<file path="src/rtl/dvs_ravens_pkg.sv">
// Shared DVS sensor / RAVENS interface constants and types, used by the AER
// receiver and the spike scheduler.
package dvs_ravens_pkg;

    localparam int DVS_WIDTH_PXLS    = 346;
    localparam int DVS_HEIGHT_PXLS   = 80;
    localparam int DVS_X_ADDR_BITS   = 9;
    localparam int DVS_Y_ADDR_BITS   = 7;
    localparam int TIMESTAMP_US_BITS = 32;

    localparam int SCHED_FIFO_DEPTH  = 16;
    localparam int TIMESTEP_SHIFT    = 10;
    localparam int NEURON_ID_BITS    = 16;

    typedef struct packed {
        logic [DVS_X_ADDR_BITS-1:0]   x;
        logic [DVS_Y_ADDR_BITS-1:0]   y;
        logic [TIMESTAMP_US_BITS-1:0] timestamp;
        logic                         polarity;
    } dvs_event_t;

    typedef enum logic [1:0] {
        IDLE,
        SPIKE,
        RUN
    } sched_state_e;

endpackage

</file>
<file path="src/rtl/dvs_event_fifo.sv">
// Synchronous event FIFO; a pop in the same cycle frees a slot so a push
// into a full FIFO is still accepted.
module dvs_event_fifo
    import dvs_ravens_pkg::*;
#(
    parameter int DEPTH = SCHED_FIFO_DEPTH
) (
    input  logic       clk,
    input  logic       rst_n,
    input  logic       push,
    input  dvs_event_t wr_data,
    input  logic       pop,
    output dvs_event_t rd_data,
    output logic       full,
    output logic       empty
);

    localparam int AW = $clog2(DEPTH);

    dvs_event_t  mem [DEPTH];
    logic [AW:0] wr_ptr;
    logic [AW:0] rd_ptr;
    logic        do_push;
    logic        do_pop;

    // Extra pointer MSB distinguishes full from empty when the indices match.
    assign empty   = (wr_ptr == rd_ptr);
    assign full    = (wr_ptr[AW] != rd_ptr[AW]) && (wr_ptr[AW-1:0] == rd_ptr[AW-1:0]);
    assign do_pop  = pop && !empty;
    assign do_push = push && (!full || do_pop);
    assign rd_data = mem[rd_ptr[AW-1:0]];

    always_ff @(posedge clk or negedge rst_n) begin
        if (!rst_n) begin
            wr_ptr <= '0;
            rd_ptr <= '0;
        end else begin
            if (do_push) wr_ptr <= wr_ptr + 1'b1;
            if (do_pop)  rd_ptr <= rd_ptr + 1'b1;
        end
    end

    always_ff @(posedge clk) begin
        if (do_push) mem[wr_ptr[AW-1:0]] <= wr_data;
    end

endmodule

</file>
<file path="src/rtl/dvs_spike_scheduler.sv">
// Buffers DVS events and sequences spikes plus "run N timesteps" commands
// onto the RAVENS input port so each spike lands in its own timestep.
module dvs_spike_scheduler #(
    parameter int FIFO_DEPTH     = dvs_ravens_pkg::SCHED_FIFO_DEPTH,
    parameter int X_SHIFT        = 0,
    parameter int Y_SHIFT        = 0,
    parameter int GRID_W         = (dvs_ravens_pkg::DVS_WIDTH_PXLS + 2**X_SHIFT - 1) >> X_SHIFT,
    parameter int TS_SHIFT       = dvs_ravens_pkg::TIMESTEP_SHIFT,
    parameter int NEURON_ID_BITS = dvs_ravens_pkg::NEURON_ID_BITS,
    parameter int RUN_BITS       = 8,
    parameter int DROP_BITS      = 16
) (
    input  logic                                         clk,
    input  logic                                         rst_n,
    input  logic                                         enable,
    input  logic                                         ev_valid,
    input  logic [dvs_ravens_pkg::DVS_X_ADDR_BITS-1:0]   ev_x,
    input  logic [dvs_ravens_pkg::DVS_Y_ADDR_BITS-1:0]   ev_y,
    input  logic [dvs_ravens_pkg::TIMESTAMP_US_BITS-1:0] ev_timestamp,
    input  logic                                         ev_polarity,
    output logic                                         spike_valid,
    output logic [NEURON_ID_BITS-1:0]                    spike_id,
    input  logic                                         spike_ready,
    output logic                                         run_valid,
    output logic [RUN_BITS-1:0]                          run_steps,
    input  logic                                         run_ready,
    output logic                                         overflow,
    input  logic                                         ovf_clr,
    output logic [DROP_BITS-1:0]                         drop_count
);

    import dvs_ravens_pkg::*;

    localparam int STEP_BITS = TIMESTAMP_US_BITS - TS_SHIFT;
    localparam int MAX_ID    = 2 * (((DVS_HEIGHT_PXLS - 1) >> Y_SHIFT) * GRID_W
                                    + ((DVS_WIDTH_PXLS - 1) >> X_SHIFT)) + 1;
    localparam logic [STEP_BITS-1:0] RUN_MAX = STEP_BITS'((1 << RUN_BITS) - 1);

    if (NEURON_ID_BITS < 31 && MAX_ID >= (1 << NEURON_ID_BITS)) begin : g_id_range
        $error("dvs_spike_scheduler: largest neuron ID does not fit in NEURON_ID_BITS");
    end

    dvs_event_t           wr_ev;
    dvs_event_t           head;
    logic                 fifo_full;
    logic                 fifo_empty;
    logic                 pop;
    logic                 drop;
    sched_state_e         state;
    logic                 synced;
    logic [STEP_BITS-1:0] cur_step;
    logic [STEP_BITS-1:0] head_step;
    logic [STEP_BITS-1:0] diff;
    logic [RUN_BITS-1:0]  run_clip;
    logic [31:0]          id_full;
    logic                 unused_bits;

    assign wr_ev = {ev_x, ev_y, ev_timestamp, ev_polarity};
    assign pop   = spike_valid && spike_ready;
    assign drop  = ev_valid && fifo_full && !pop;

    dvs_event_fifo #(.DEPTH(FIFO_DEPTH)) u_fifo (
        .clk     (clk),
        .rst_n   (rst_n),
        .push    (ev_valid),
        .wr_data (wr_ev),
        .pop     (pop),
        .rd_data (head),
        .full    (fifo_full),
        .empty   (fifo_empty)
    );

    // A gap with its MSB set means the event is late: spike it right away.
    assign head_step = head.timestamp[TIMESTAMP_US_BITS-1:TS_SHIFT];
    assign diff      = head_step - cur_step;
    assign run_clip  = (diff > RUN_MAX) ? RUN_BITS'(RUN_MAX) : diff[RUN_BITS-1:0];

    assign id_full = ((32'(head.y) >> Y_SHIFT) * 32'(GRID_W) + (32'(head.x) >> X_SHIFT)) * 32'd2
                     + 32'(head.polarity);
    assign unused_bits = ^{head.timestamp[TS_SHIFT-1:0], id_full};

    always_ff @(posedge clk or negedge rst_n) begin
        if (!rst_n) begin
            state       <= IDLE;
            spike_valid <= 1'b0;
            spike_id    <= '0;
            run_valid   <= 1'b0;
            run_steps   <= '0;
            cur_step    <= '0;
            synced      <= 1'b0;
        end else begin
            case (state)
                IDLE: begin
                    if (enable && !fifo_empty) begin
                        if (!synced || diff == '0 || diff[STEP_BITS-1]) begin
                            // First event only anchors the step counter, no run.
                            if (!synced) begin
                                cur_step <= head_step;
                                synced   <= 1'b1;
                            end
                            spike_valid <= 1'b1;
                            spike_id    <= id_full[NEURON_ID_BITS-1:0];
                            state       <= SPIKE;
                        end else begin
                            run_valid <= 1'b1;
                            run_steps <= run_clip;
                            state     <= RUN;
                        end
                    end
                end
                SPIKE: begin
                    if (spike_ready) begin
                        spike_valid <= 1'b0;
                        state       <= IDLE;
                    end
                end
                RUN: begin
                    if (run_ready) begin
                        run_valid <= 1'b0;
                        cur_step  <= cur_step + STEP_BITS'(run_steps);
                        state     <= IDLE;
                    end
                end
                default: state <= IDLE;
            endcase
        end
    end

    always_ff @(posedge clk or negedge rst_n) begin
        if (!rst_n) begin
            overflow   <= 1'b0;
            drop_count <= '0;
        end else if (ovf_clr) begin
            overflow   <= 1'b0;
            drop_count <= '0;
        end else if (drop) begin
            overflow <= 1'b1;
            if (drop_count != '1) drop_count <= drop_count + 1'b1;
        end
    end

endmodule

</file>
<file path="config.mk">
export PLATFORM = sky130hd
export DESIGN_NAME = dvs_spike_scheduler
export DESIGN_NICKNAME = d
export VERILOG_FILES = /design/src/rtl/dvs_ravens_pkg.sv /design/src/rtl/dvs_event_fifo.sv /design/src/rtl/dvs_spike_scheduler.sv
export SDC_FILE = /design/constraint.sdc
export NUM_CORES = 1
export LEC_CHECK = 0
export ABC_AREA = 1
export BUFFER_PORTS_ARGS = -buffer_cell sky130_fd_sc_hd__buf_2
export CORE_AREA = 2 2 304 306
export CTS_BUF_LIST = sky130_fd_sc_hd__clkbuf_16
export DETAILED_ROUTE_END_ITERATION = 10
export DIE_AREA = 0 0 306 308
export GPL_TIMING_DRIVEN = 0
export PLACE_DENSITY = 0.54
export SYNTH_ARGS = -nofsm -noshare
export SYNTH_HDL_FRONTEND = slang
export SYNTH_SLANG_ARGS = --single-unit
</file>
<file path="constraint.sdc">
create_clock -name clk -period 7.1 [get_ports clk]
set_input_delay 0.71 -clock clk [delete_from_list [all_inputs] [get_ports clk]]
set_output_delay 0.71 -clock clk [all_outputs]
set_load 0.005 [all_outputs]
</file>
; ---- After elaboration in Yosys (flattened, before gate mapping)
; Memory sizes are Yosys's and may differ from the RTL's.
; Index checks and enable logic that the tools add are counted.
[op_classes]
addsub = 7
n_mul = 1
magnitude_cmp = 1
eq_ne = 12
mux = 26
bitwise_logic = 1
reduce_logical = 27
[op_table]
columns = cell, n
row1 = two-way mux 22 bit, 4
row2 = two-way mux 16 bit, 3
row3 = case mux 22 bit (2 select lines), 1
row4 = adder 22 x 8 -> 22 bit, 1
row5 = > comparator 22 x 8 -> 1 bit (second input constant), 1
row6 = logical NOT 22 bit, 1
row7 = subtractor 22 bit, 1
row8 = adder 16 x 1 -> 16 bit, 1
row9 = adder 16 x 1 -> 16 bit (second input constant), 1
row10 = != test 16 bit (second input constant), 1
row11 = adder 15 x 9 -> 15 bit, 1
row12 = multiplier 7 x 8 -> 14 bit (second input constant), 1
row13 = != test 2 bit (second input constant), 6
row14 = adder 5 x 1 -> 5 bit (second input constant), 2
row15 = two-way mux 1 bit, 10
row16 = AND reduction 3 bit, 3
row17 = two-way mux 2 bit, 4
row18 = two-way mux 8 bit, 1
row19 = AND reduction 4 bit, 2
row20 = nonzero test 2 bit, 4
row21 = logical AND 1 bit, 7
row22 = case mux 2 bit (3 select lines), 1
row23 = == test 5 bit, 1
row24 = AND reduction 5 bit, 1
row25 = other kinds (10), 16
[word_totals]
register_bits = 78
mem_bits_rw = 784
inputBits = 56
n_memories = 1
[memory_table]
columns = memory, depth, width, read_ports, rd_clocked_by_memory_dff, wr, line
row1 = u_fifo.mem, 16, 49, 1, 0, 1, dvs_event_fifo.sv:20  ; dvs_event_t mem [DEPTH];

; ---- Logic depth before layout (Yosys ltp)
; An unclocked memory read counts as a cell.
[depth]
word_depth = 8
depth_mapped = 35
mapped_depth_nobuf = 30

; ---- Hierarchy
; From an unflattened synthesis, not the netlist that was laid out.
[hier_totals]
hier_cells = 3520
hier_area_um2 = 38446.9
[by_module_without_submodules]
columns = mod, instances, cells_per_inst, area_per_inst_um2, seq_area_each_um2
row1 = dvs_event_fifo, 1, 2491, 31540.2, 23792.8
row2 = dvs_spike_scheduler, 1, 1029, 6906.6, 1701.6

; ---- Worst setup path before layout
; OpenSTA, ideal clock, no wires.
[synth_timing]
kind = register to register
startpoint = register u_fifo.rd_ptr[0]
endpoint = register spike_id[15]
setup_ps = 118
arrival_ps = 5527
required_time_ps = 6982
slack_ps = 1455
path_stages_with_launch = 34
period_less_slack_ps = 5645
path_cell_list = dfrtp_1 > buf_4 > buf_6 > buf_2 > buf_2 > buf_2 > buf_2 > o21ai_0 > o221ai_1 > a31oi_1 > inv_1 > ha_1 > ha_1 > inv_1 > fa_1 > fa_1 > inv_1 > nand2_1 > o21ai_0 > xor2_1 > ha_1 > nand2_1 > a21oi_1 > nor3_1 > o21ai_0 > nand2_1 > nand2_1 > nand2_1 > nor3_1 > nand3_1 > nand2_1 > nand2_1 > nand3_1 > nand2_1
[synth_between]
elab_chain_len = 6
[synth_lines]
columns = item, line
row1 = start: declaration, dvs_event_fifo.sv:22  ; logic [AW:0] rd_ptr;
row2 = start signal: assignment, dvs_event_fifo.sv:39  ; if (do_pop) rd_ptr <= rd_ptr + 1'b1;
row3 = branches (longest 6 deep; another with memory (16 x 49 bit)), -
row4 = end signal: assignment, dvs_spike_scheduler.sv:102  ; spike_id <= id_full[NEURON_ID_BITS-1:0];
row5 = end: declaration, dvs_spike_scheduler.sv:22  ; output logic [NEURON_ID_BITS-1:0] spike_id,
; Parallel ways; which one is timed is not known.
; A chain may end at the register's enable or synchronous reset.

; ---- Final worst setup path
[layout_timing]
startpoint = register u_fifo.rd_ptr[2]
endpoint = register spike_id[14]
; Same word-level chain as after synthesis.

==> flow_summary.toml <==
[status]
status = "complete, no violations"

[detailed_routing]
drcViolationCount = 0
wl_mm = 96.19
drtIter0Drc = 2265
vias = 22500
viasPerCell = 5.260
ant_nets = 0
first_pass_iters = 6
wl_per_cell_um = 22.49

[die]
die_h_um = 308
start_util_pct = 34.75
fp-row-count = 111
die-area_um2 = 94250
io_pins = 99
die_w_um = 306
coreArea_um2 = 90970

[sta]
max_clock_freq_ghz = 0.1497
worstMarginPinSlew_ns = 1.048
finalSetupViolCount = 0
finClkSkew_ns = 0.01766
slew_viol_final = 0
slew-limit-headroom_pct = 30.11
layout_setup_ws_ns = 0.4184
period_minus_slack_ns = 6.682
period_share_pct = 94.11
hold_violations = 0

[clock_tree]
clockBufferDepth = 3
root_buffer = "clkbuf_16"
cts_max_level = 3
clock_latency_ns = 0.64
cts_sinks = 702
tritoncts = "built"
cts.clk_slew.worst_paths_ns = 0.06
numCtsBuffers = 75

[placement]
hpwlAfterDp_mm = 66.48
port-buffer-count = 87
gp_congestion = 0.8909
preCtsSetupSlack_ns = -0.4464

[finish]
num-nets-final = 3177
area_delta_synth_final_pct = 16.40
drive_above_1_share_pct = 11.26
n_antenna_cell = 0
layout_commonest_cell = "edfxtp_1"
final_cell_mix = "624 x edfxtp_1, 431 x nand2_1, 378 x nor2_1"

[setup_path]
crit_type = "reg2reg"
cp-start-kind = "flop"
path_delay_family = "adder cells"
required_ns = 7.62
rr_startpoint = "u_fifo.rd_ptr[2]$_DFFE_PN0P_"
reg2reg_depth = 25
arrival_ns = 7.20
r2r-end = "spike_id[14]$_DFFE_PN0P_"
path_depth = 25
endpoint_kind = "flop"
critPathSlowestCell = "clkbuf_1"
cpMostUsedCell = "nand3_1"
r2r_slack_ns = 0.42
cp_max_fo = 10
slowest_delay_ns = 0.81
crit_buf_inv = 6

[global_routing]
grt_pass1_vias = 21650
grt_overflow_total = 0
antenna_found_initial = 12
grt_start_max_net_pins = 56
grt_first_pass_wirelength_mm = 141.8
grtUsageTotal_pct = 20.23

[synthesis]
synth-seq-area-share_pct = 65.46
yosysUniqueCellTypes = 53
ys_warn_count = 0
synth_area_um2 = 31610
syn_inst = 2844
synthesis.nets = 2988
syn_avg_cell_area_um2 = 11.11
ys_ff_latch = 702

[min_path]
min_to = "u_fifo.wr_ptr[0]$_DFFE_PN0P_"
min-delay-path-class = "in2reg"
hold_start = "ev_valid"
hold_depth = 3

[run]
drv_cap = 0
## per-stage QoR
stage          hold WS (ns)  instance area (µm²)  setup TNS (ns)  instances  util (%)
2_1_floorplan        0.4144                31610               0       2844         -
3_3_place_gp         0.4532                33530          -1.407       4117     36.86
3_5_place_dp         0.4545                34270          -1.587       4145     37.67
4_1_cts              0.3522                36700               0       4281     40.34
5_1_grt              0.3835                36790       -0.007970       4277     40.45
6_report             0.3776                36790               0       4277     40.45
## state kept, by name, summed over array words and instances (netlist names)
register / count
spike_valid: 1
run_valid: 1
u_fifo.rd_ptr: 5
u_fifo.wr_ptr: 5
drop_count: 16
run_steps: 8
cur_step: 22
overflow: 1
u_fifo.mem: 624
spike_id: 16
state: 2
synced: 1
## cell usage after synthesis, drive strengths merged
cell type / count / share of area (%)
a21o: 1 / 0.024
a21boi: 1 / 0.024
nor4: 2 / 0.040
o2111ai: 1 / 0.028
buf: 39 / 0.67
xnor2: 16 / 0.44
or2: 2 / 0.040
o21bai: 3 / 0.071
inv: 206 / 2.5
a31oi: 4 / 0.079
nor2: 402 / 4.9
edfxtp: 624 / 59
o21a: 2 / 0.047
nor3: 19 / 0.32
xor2: 29 / 0.80
a211oi: 2 / 0.047
nor3b: 1 / 0.024
o21ai: 355 / 5.7
nand3: 159 / 2.6
nand4: 23 / 0.49
nand2b: 1 / 0.020
a21oi: 47 / 0.76
fa: 14 / 0.89
o221ai: 67 / 1.9
dfrtp: 78 / 6.2
clkbuf: 99 / 1.2
o22ai: 91 / 1.8
a22o: 4 / 0.11
o31ai: 3 / 0.071
clkinv: 1 / 0.012
o211ai: 25 / 0.59
ha: 74 / 2.9
a311oi: 1 / 0.028
nand3b: 8 / 0.23
and2: 1 / 0.020
nand2: 439 / 5.3
## worst min-delay path, cell delays in order
cell and delay, ns:
buf_2 0.11, nand2_1 0.09, xor2_1 0.06
## logic make-up (layout without fill, tap and decap cells)
| group | Yosys count | count (layout) | share of synthesized area (%) |
|---|---|---|---|
| AO/OA/AOI/OAI | 607 | 607 | 11.19 |
| XOR/XNOR | 45 | 45 | 1.247 |
| adder cells (fa/ha/maj) | 88 | 88 | 3.816 |
| buffers and inverters | 345 | 592 | 4.311 |
| flip-flops | 702 | 702 | 65.46 |
| AND/OR/NAND/NOR | 1057 | 1057 | 13.98 |
## routing by layer
layer | wire (µm) | share of wire (%) | up-vias | track usage [%]
li1 | - | - | 10530 | -
met1 | 42380 | 44 | 11140 | 27.66
met2 | 45960 | 48 | 681 | 33.83
met3 | 5827 | 6.1 | 140 | 3.072
met4 | 1917 | 2.0 | 14 | 4.892
met5 | 94 | 0.098 | - | 0
## how the worst max path moves through the flow
stage                                             from  slack, ns                       end
final                     u_fifo.rd_ptr[2]$_DFFE_PN0P_       0.42  spike_id[14]$_DFFE_PN0P_
after global routing      u_fifo.rd_ptr[0]$_DFFE_PN0P_     -0.008  spike_id[15]$_DFFE_PN0P_
after CTS                 u_fifo.rd_ptr[3]$_DFFE_PN0P_       0.03  spike_id[15]$_DFFE_PN0P_
after detailed placement  u_fifo.rd_ptr[1]$_DFFE_PN0P_      -0.45  spike_id[15]$_DFFE_PN0P_
after global placement    u_fifo.rd_ptr[1]$_DFFE_PN0P_      -0.42  spike_id[15]$_DFFE_PN0P_
after floorplan           u_fifo.rd_ptr[0]$_DFFE_PN0P_       1.46  spike_id[15]$_DFFE_PN0P_
## timing repair
action | CTS | global route
endpoints found under the setup margin | 6 | 6
gates cloned | 0 | 0
resized for setup | 9 | 95
hold endpoints to repair | 23 | 0
setup buffers | 0 | 1
hold buffers | 1 | 0
## final cells by class
cell class                      instances  area, µm²
Clock buffer                           75       1877
Clock inverter                         60      519.2
Buffer                                133      641.9
Timing Repair Buffer                  117       1076
Tap cell                             1186       1484
Fill cell                            8686      54170
Inverter                              207      779.5
Sequential cell                       702      20690
Multi-Input combinational cell       1797       9727
Power is left out: the tool's default activity adds up to more than one toggle a clock period on the data nets, which glitch-free logic cannot reach.
